### config.mk
export PLATFORM = sky130hd
export DESIGN_NAME = mont_reduce_arbiter
export DESIGN_NICKNAME = d
export VERILOG_FILES = /design/src/rtl/mont_reduce_arbiter.sv
export SDC_FILE = /design/constraint.sdc
export NUM_CORES = 1
export LEC_CHECK = 0
export BUFFER_PORTS_ARGS = -buffer_cell sky130_fd_sc_hd__buf_2
export CAP_MARGIN = 20
export CELL_PAD_IN_SITES_DETAIL_PLACEMENT = 1
export CELL_PAD_IN_SITES_GLOBAL_PLACEMENT = 1
export CORE_ASPECT_RATIO = 1.75
export CORE_MARGIN = 3
export CORE_UTILIZATION = 39
export CTS_BUF_LIST = sky130_fd_sc_hd__clkbuf_8
export DETAILED_ROUTE_END_ITERATION = 16
export PLACE_DENSITY = 0.83
export SYNTH_ARGS = -nofsm -noshare
export SYNTH_HDL_FRONTEND = slang
export SYNTH_SLANG_ARGS = --single-unit
### constraint.sdc
create_clock -name clk -period 2.5 [get_ports clk]
set_clock_uncertainty 0.1 [all_clocks]
set_input_delay 0.25 -clock clk [delete_from_list [all_inputs] [get_ports clk]]
set_output_delay 0.25 -clock clk [all_outputs]
set_load 0.01 [all_outputs]
### src/rtl/mont_reduce_arbiter.sv
// Round-robin front end that shares one fixed-latency Montgomery reduction unit
// between two requesters, returning results in per-requester issue order.
module mont_reduce_arbiter #(
  parameter int MR_LAT = 2,
  parameter int FDEPTH = 4,
  parameter int DWID   = 32,
  parameter int RWID   = 16
) (
  input  logic            clk,
  input  logic            rst,
  input  logic            req0_valid,
  output logic            req0_ready,
  input  logic [DWID-1:0] req0_a,
  input  logic            req1_valid,
  output logic            req1_ready,
  input  logic [DWID-1:0] req1_a,
  output logic            rsp0_valid,
  input  logic            rsp0_ready,
  output logic [RWID-1:0] rsp0_data,
  output logic            rsp1_valid,
  input  logic            rsp1_ready,
  output logic [RWID-1:0] rsp1_data,
  output logic            mr_valid,
  output logic [DWID-1:0] mr_a,
  input  logic [RWID-1:0] mr_result
);

  localparam int PW   = $clog2(FDEPTH);
  localparam int PTRW = PW + 1;
  localparam int CW   = $clog2(FDEPTH + 1);

  logic [1:0]      req_valid, rsp_ready, elig, grant, credit_ok, push, pop, not_empty;
  logic [RWID-1:0] head_data [2];
  logic            prio_q, prio_d;
  logic [DWID-1:0] mr_a_q, mr_a_d;
  // Bit 0 is the issue register; bit MR_LAT lines up with mr_result.
  logic [MR_LAT:0] tag_v_q, tag_v_d, tag_o_q, tag_o_d;

  assign req_valid = {req1_valid, req0_valid};
  assign rsp_ready = {rsp1_ready, rsp0_ready};

  always_comb begin
    elig  = req_valid & credit_ok;
    grant = 2'b00;
    if (!rst) begin
      if (elig == 2'b11) grant[prio_q] = 1'b1;
      else               grant = elig;
    end
    prio_d = prio_q;
    if (|grant) prio_d = grant[0];
    mr_a_d = mr_a_q;
    if (grant[0])      mr_a_d = req0_a;
    else if (grant[1]) mr_a_d = req1_a;
    tag_v_d = {tag_v_q[MR_LAT-1:0], |grant};
    tag_o_d = {tag_o_q[MR_LAT-1:0], grant[1]};
  end

  always_ff @(posedge clk) begin
    if (rst) begin
      prio_q  <= 1'b0;
      mr_a_q  <= '0;
      tag_v_q <= '0;
      tag_o_q <= '0;
    end else begin
      prio_q  <= prio_d;
      mr_a_q  <= mr_a_d;
      tag_v_q <= tag_v_d;
      tag_o_q <= tag_o_d;
    end
  end

  assign mr_valid = tag_v_q[0];
  assign mr_a     = mr_a_q;

  for (genvar gi = 0; gi < 2; gi++) begin : g_lane
    logic [CW-1:0]   credit_q, credit_d;
    logic [PTRW-1:0] wptr_q, wptr_d, rptr_q, rptr_d;
    logic [RWID-1:0] mem_q [FDEPTH];
    logic [RWID-1:0] mem_d [FDEPTH];
    logic            full;

    assign push[gi]      = tag_v_q[MR_LAT] & (tag_o_q[MR_LAT] == 1'(gi));
    assign not_empty[gi] = (wptr_q != rptr_q);
    assign full          = (wptr_q[PW] != rptr_q[PW]) && (wptr_q[PW-1:0] == rptr_q[PW-1:0]);
    assign pop[gi]       = not_empty[gi] & rsp_ready[gi];
    assign credit_ok[gi] = (credit_q < CW'(FDEPTH));
    assign head_data[gi] = mem_q[rptr_q[PW-1:0]];

    always_comb begin
      mem_d    = mem_q;
      wptr_d   = wptr_q;
      rptr_d   = rptr_q;
      credit_d = credit_q;
      if (push[gi]) begin
        mem_d[wptr_q[PW-1:0]] = mr_result;
        wptr_d = wptr_q + PTRW'(1);
      end
      if (pop[gi]) rptr_d = rptr_q + PTRW'(1);
      if (grant[gi] && !pop[gi])      credit_d = credit_q + CW'(1);
      else if (!grant[gi] && pop[gi]) credit_d = credit_q - CW'(1);
    end

    always_ff @(posedge clk) begin
      if (rst) begin
        credit_q <= '0;
        wptr_q   <= '0;
        rptr_q   <= '0;
        for (int j = 0; j < FDEPTH; j++) mem_q[j] <= '0;
      end else begin
        credit_q <= credit_d;
        wptr_q   <= wptr_d;
        rptr_q   <= rptr_d;
        mem_q    <= mem_d;
      end
    end

    // Credits bound in-flight plus stored results, so a lone push never meets a full FIFO.
    a_no_overflow: assert property (@(posedge clk) disable iff (rst)
      !(push[gi] && full && !pop[gi]));
  end

  assign req0_ready = grant[0];
  assign req1_ready = grant[1];
  assign rsp0_valid = not_empty[0];
  assign rsp1_valid = not_empty[1];
  assign rsp0_data  = head_data[0];
  assign rsp1_data  = head_data[1];

endmodule

-- Yosys cells after proc, flatten, opt, wreduce, memory -nomap -nowiden
Cells that the tools add are included.
- register bits after elaboration: 185
- latch bits: 0
- bits in writable memories: 0
- ROM bits: 0
- input bits: 86
- output and inout bits: 69
- word-level logic and storage cells: 86
- memories kept: 0
- $add $sub $neg: 8
- multipliers: 0
- divide/modulo/power cells: 0
- order comparisons: 10
- equality and inequality tests: 3
- shifts and indexed selects: 0
- multiplexer cells: 22
- bitwise operators: 10
- reductions and logical operators: 15
- operator list (operator ; count):
    64-bit bitwise mux ; 2
    16-bit two-way mux ; 6
    16-bit binary-select mux with 2-bit select ; 2
    16-bit demux with 2-bit select ; 2
    32-bit two-way mux ; 2
    3-bit by 1-bit adder with 3-bit output (second input constant) ; 6
    3-bit greater-or-equal comparator (second input constant) ; 4
    3-bit two-way mux ; 4
    2-bit NOT with 3-bit output ; 4
    1-bit logical AND ; 7
    3-bit by 1-bit < comparator with 1-bit output (second input constant) ; 2
    3-bit < comparator (second input constant) ; 2
    3-bit != test ; 2
    2-bit nonzero test ; 3
    3-bit by 1-bit subtractor with 3-bit output (second input constant) ; 2
    1-bit AND ; 4
    1-bit logical NOT ; 4
    2-bit two-way mux ; 2
    2-bit AND ; 1
    2-bit equality test (second input constant) ; 1
    1-bit by 2-bit < comparator with 1-bit output (second input constant) ; 1
    2-bit OR reduction ; 1
    1-bit demux with 1-bit select ; 1
    1-bit greater-or-equal comparator (second input constant) ; 1
    other kinds (2) ; 2

-- Depth between registers and ports, before layout
- word-level depth: 10
- mapped depth: 11
- gate-level depth less buffers: 9

-- Worst setup path before layout
Ideal clock, no wire load.
- path kind: input to register
- from: input rst
- to: register g_lane[0].credit_q[2]
- setup time: 70 ps
- data arrival time: 2486 ps
- required time: 2330 ps
- slack: -157 ps
- cell stages on the path: 11
- buffers on the path: 3
- path through: buf_6 -> or3b_1 -> buf_6 -> clkbuf_1 -> nor2_1 -> ha_1 -> inv_1 -> fa_1 -> xor2_1 -> or3_1 -> a21oi_1
- cells in the longest elaborated chain, start to end: 4
- elaborated cells on any way between the ends: 6
- classes of those cells: 2 x mux; 4 x reduce/logical
- RTL lines (item ; RTL line ; text):
    start, declared ; 10 ; input logic rst,
    2-bit two-way mux * ; 45 ; if (!rst) begin
    net req0_ready ; 12 ; output logic req0_ready,
    1-bit logical NOT ; 100 ; else if (!grant[gi] && pop[gi]) credit_d = credit_q - CW'(1);
    1-bit logical AND ; 100 ;
    2-bit nonzero test (no line) ; - ;
    end signal, assigned ; 110 ; credit_q <= credit_d;
    end, declared ; 76 ; logic [CW-1:0] credit_q, credit_d;
Mark *: on every way through the listed nets, which the timed path passes. The rest lies on a longest branch.
A chain may end at the register's enable or synchronous reset.

-- Worst setup path after layout
- from: register g_lane[1].rptr_q[1]
- to: register g_lane[1].credit_q[2]
- cells in the longest elaborated chain, start to end: 5
- elaborated cells on any way between the ends: 7
- classes of those cells: 1 x eq/ne; 1 x mux; 1 x bitwise; 4 x reduce/logical
- RTL lines (item ; RTL line ; text):
    start, declared ; 77 ; logic [PTRW-1:0] wptr_q, wptr_d, rptr_q, rptr_d;
    start signal, assigned ; 112 ; rptr_q <= rptr_d;
    3-bit != test * ; 83 ; assign not_empty[gi] = (wptr_q != rptr_q);
    1-bit AND * ; 85 ; assign pop[gi] = not_empty[gi] & rsp_ready[gi];
    1-bit logical NOT ; 99 ; if (grant[gi] && !pop[gi]) credit_d = credit_q + CW'(1);
    1-bit logical AND ; 99 ;
    3-bit two-way mux or 2-bit nonzero test (tied branches) ; - ;
    end signal, assigned ; 110 ;
    end, declared ; 76 ;
Mark *: on every way between the ends. The rest lies on a longest branch, timed or not.

==> impl_metrics.tcl <==
set metrics [dict create \
    fin_setup_tns_ns 0 \
    area_growth_pct 21.9 \
    post-route-period-util 0.960 \
    synthDominantCellAreaShare 0.434 \
    fillers 2560 \
    core_area_sq_um 21500 \
    async_flop_share 0 \
    synth_cells 995 \
    crit_fanout 5 \
    insertion_delay_ns 0.48 \
    powerDensity_nw_per_um2 682 \
    synth_flop_cell "dfxtp_1" \
    yosys.cell_types.count 39 \
    p_leak_nw 3.94 \
    crit_path_end_kind "flop" \
    cts_buffer_depth 2 \
    final_net_count 1244 \
    drtIter0Drc 360 \
    fin_total_pwr_w 0.00709 \
    synth-seq-cells 185 \
    setup_viol 0 \
    grt_pass1_vias 8352 \
    synth_edf_count 0 \
    status "finished clean" \
    slew_violations 0 \
    pre_cts_ws_ns 0.0767 \
    timing.fmax_ghz 0.416 \
    grt-ovfl-total 0 \
    gp_congestion 0.770 \
    worstPathRequired_ns 2.81 \
    rsz0062_at_grt "false" \
    drc 0 \
    final_antenna_net_count 0 \
    fin_ws_ns 0.0988 \
    clk_pin_slew_ns 0.11 \
    avgSynthCellArea_sq_um 8.57 \
    netlist_area_sq_um 8530 \
    hpwlAfterDp_um 16800 \
    relSlewSlack 0.410 \
    port_buffers 154 \
    yosysWarnings 0 \
    antenna_found_initial 0 \
    cp-start-kind "flop" \
    critPathKind "flop to flop" \
    fin_crit_ns 2.40 \
    ios 155 \
    ys_top_cells_by_count "265 x nand2_1, 185 x dfxtp_1, 134 x a21oi_1, 65 x clkbuf_1, 42 x inv_1" \
    htree_levels 4 \
    syn_nets 1095 \
    drt_wl_total_um 27100 \
    placed_cells 1371 \
    start_util 0.397 \
    peakVddDrop_mv 0.477 \
    grt_start_max_net_pins 189 \
    netlist_top_cells_area "dfxtp_1 43%, nand2_1 12%, mux4_2 8.4%, a21oi_1 7.9%, o31a_1 3.3%" \
    die_w_um 118 \
    rows 71 \
    final_cells 1449 \
    cts_buffers 17 \
    grt_pass1_wl_um 43500 \
    routedWlPerCell_um 18.7 \
    drive_gt1_frac 0.226 \
    die_y_um 202 \
    grt_usage 0.227 \
    viasPerCell 5.40 \
    drv_cap 0 \
    hold_path_class "input port to flop" \
    ys_seq_area_frac 0.434 \
    yosys.area.top_type "dfxtp_1" \
    route.vias.total 7824 \
    drtPass1Iterations 4 \
    cts_sinks 185 \
    tightest_slew_ns 0.885 \
    antenna_cells 0 \
    dieArea_sq_um 23800 \
    finalHoldViolCount 0 \
    synth_most_common_cell "nand2_1" \
    critPathArrivalTime_ns 2.71 \
    clockRootBuffer "clkbuf_8" \
    tritoncts "built" \
]
[final timing paths]
check	slack (ns)	cells after the start	end	startpoint
max	0.1	9	g_lane[1].credit_q[2]	g_lane[1].rptr_q[1]
min	0.03	3	g_lane[1].mem_q[38]	mr_result[6]
min reg2reg	0.36	2	g_lane[1].mem_q[3]	g_lane[1].mem_q[3]
max reg2reg	0.1	9	g_lane[1].credit_q[2]	g_lane[1].rptr_q[1]
[power breakdown]
| group | leakage [nW] | switching (W) | internal (W) |
|---|---|---|---|
| combinational | 2.20 | 0.000870 | 0.000656 |
| clock | 0.234 | 0.00114 | 0.00119 |
| sequential | 1.50 | 0.000111 | 0.00312 |
| total | 3.94 | 0.00212 | 0.00497 |
[per-layer routing]
metal  global-route usage  part of all wire  vias up
met4                0.105             0.039        0
met5                    0                 0        -
li1                     -                 -     3673
met2                0.434              0.54      228
met3               0.0520             0.051       51
met1                0.231              0.37     3872
[critical path, stage by stage (launching register included)]
cell and delay, ns:
dfxtp_2 0.34, xor2_2 0.19, or3_4 0.38, nand2_1 0.08, ha_2 0.17, inv_1 0.06
fa_2 0.33, xor2_1 0.16, or3_4 0.39, a21oi_2 0.13
[layout by cell type (no fill, tap or decap), types with 3 or more instances in the layout]
master           n
a31oi_1         33
and3b_1          4
buf_2          153
buf_4           29
or3_1            3
dfxtp_2          3
o21a_1          32
dlygate4sd3_1   45
o21ai_0          6
nand2_1        265
mux4_2          32
bufinv_16        5
dfxtp_1        182
inv_6            3
nor2b_1          6
xor2_1           9
nand3_1         10
mux2i_1          3
inv_1           44
nor2_1          10
nand2b_1         4
o31a_1          32
clkinv_4         3
nor3b_1         35
nand3b_1         4
and3_1           4
xnor2_1          6
clkbuf_8        17
ha_1            11
a21oi_1        133
[flip-flops by register name (all words and copies together) (netlist names)]
name	cells
g_lane.mem_q	128
mr_a	32
g_lane.credit_q	6
g_lane.rptr_q	6
g_lane.wptr_q	6
tag_o_q	3
tag_v_q	3
prio_q	1
[per-stage QoR]
step	utilization	instance area [sq um]	hold slack, ns
floorplan	-	8550	0.314
global placement	0.439	9440	0.319
detailed placement	0.439	9440	0.338
CTS	0.481	10400	0.00135
global route	0.483	10400	0.0144
finish	0.483	10400	0.0277
[logic make-up (layout without fill, tap and decap cells)]
| kind of cell | after synthesis | after routing | share of synthesized area |
|---|---|---|---|
| flops | 185 | 185 | 0.434 |
| mux | 35 | 35 | 0.0880 |
| simple gates | 358 | 358 | 0.189 |
| compound gates | 245 | 245 | 0.175 |
| fa+ha+maj | 14 | 14 | 0.0223 |
| buf+inv | 141 | 303 | 0.0744 |
| xor+xnor | 17 | 17 | 0.0175 |
[cell type report]
class,count,area (sq um),area share
Inverter,42,158,0.0152
Timing Repair Buffer,229,1470,0.141
Sequential cell,185,3710,0.357
Tap cell,292,365,0.0352
Clock inverter,15,223,0.0214
Multi-Input combinational cell,669,4240,0.408
Clock buffer,17,234,0.0225
[repair_timing]
action / CTS / global route
buffers inserted: 0 / 1
hold endpoints to repair: 110 / 0
hold buffers: 45 / 0
setup endpoints to repair: 0 / 2
resized for setup: 0 / 10
Power figures use the tool's default switching activity.
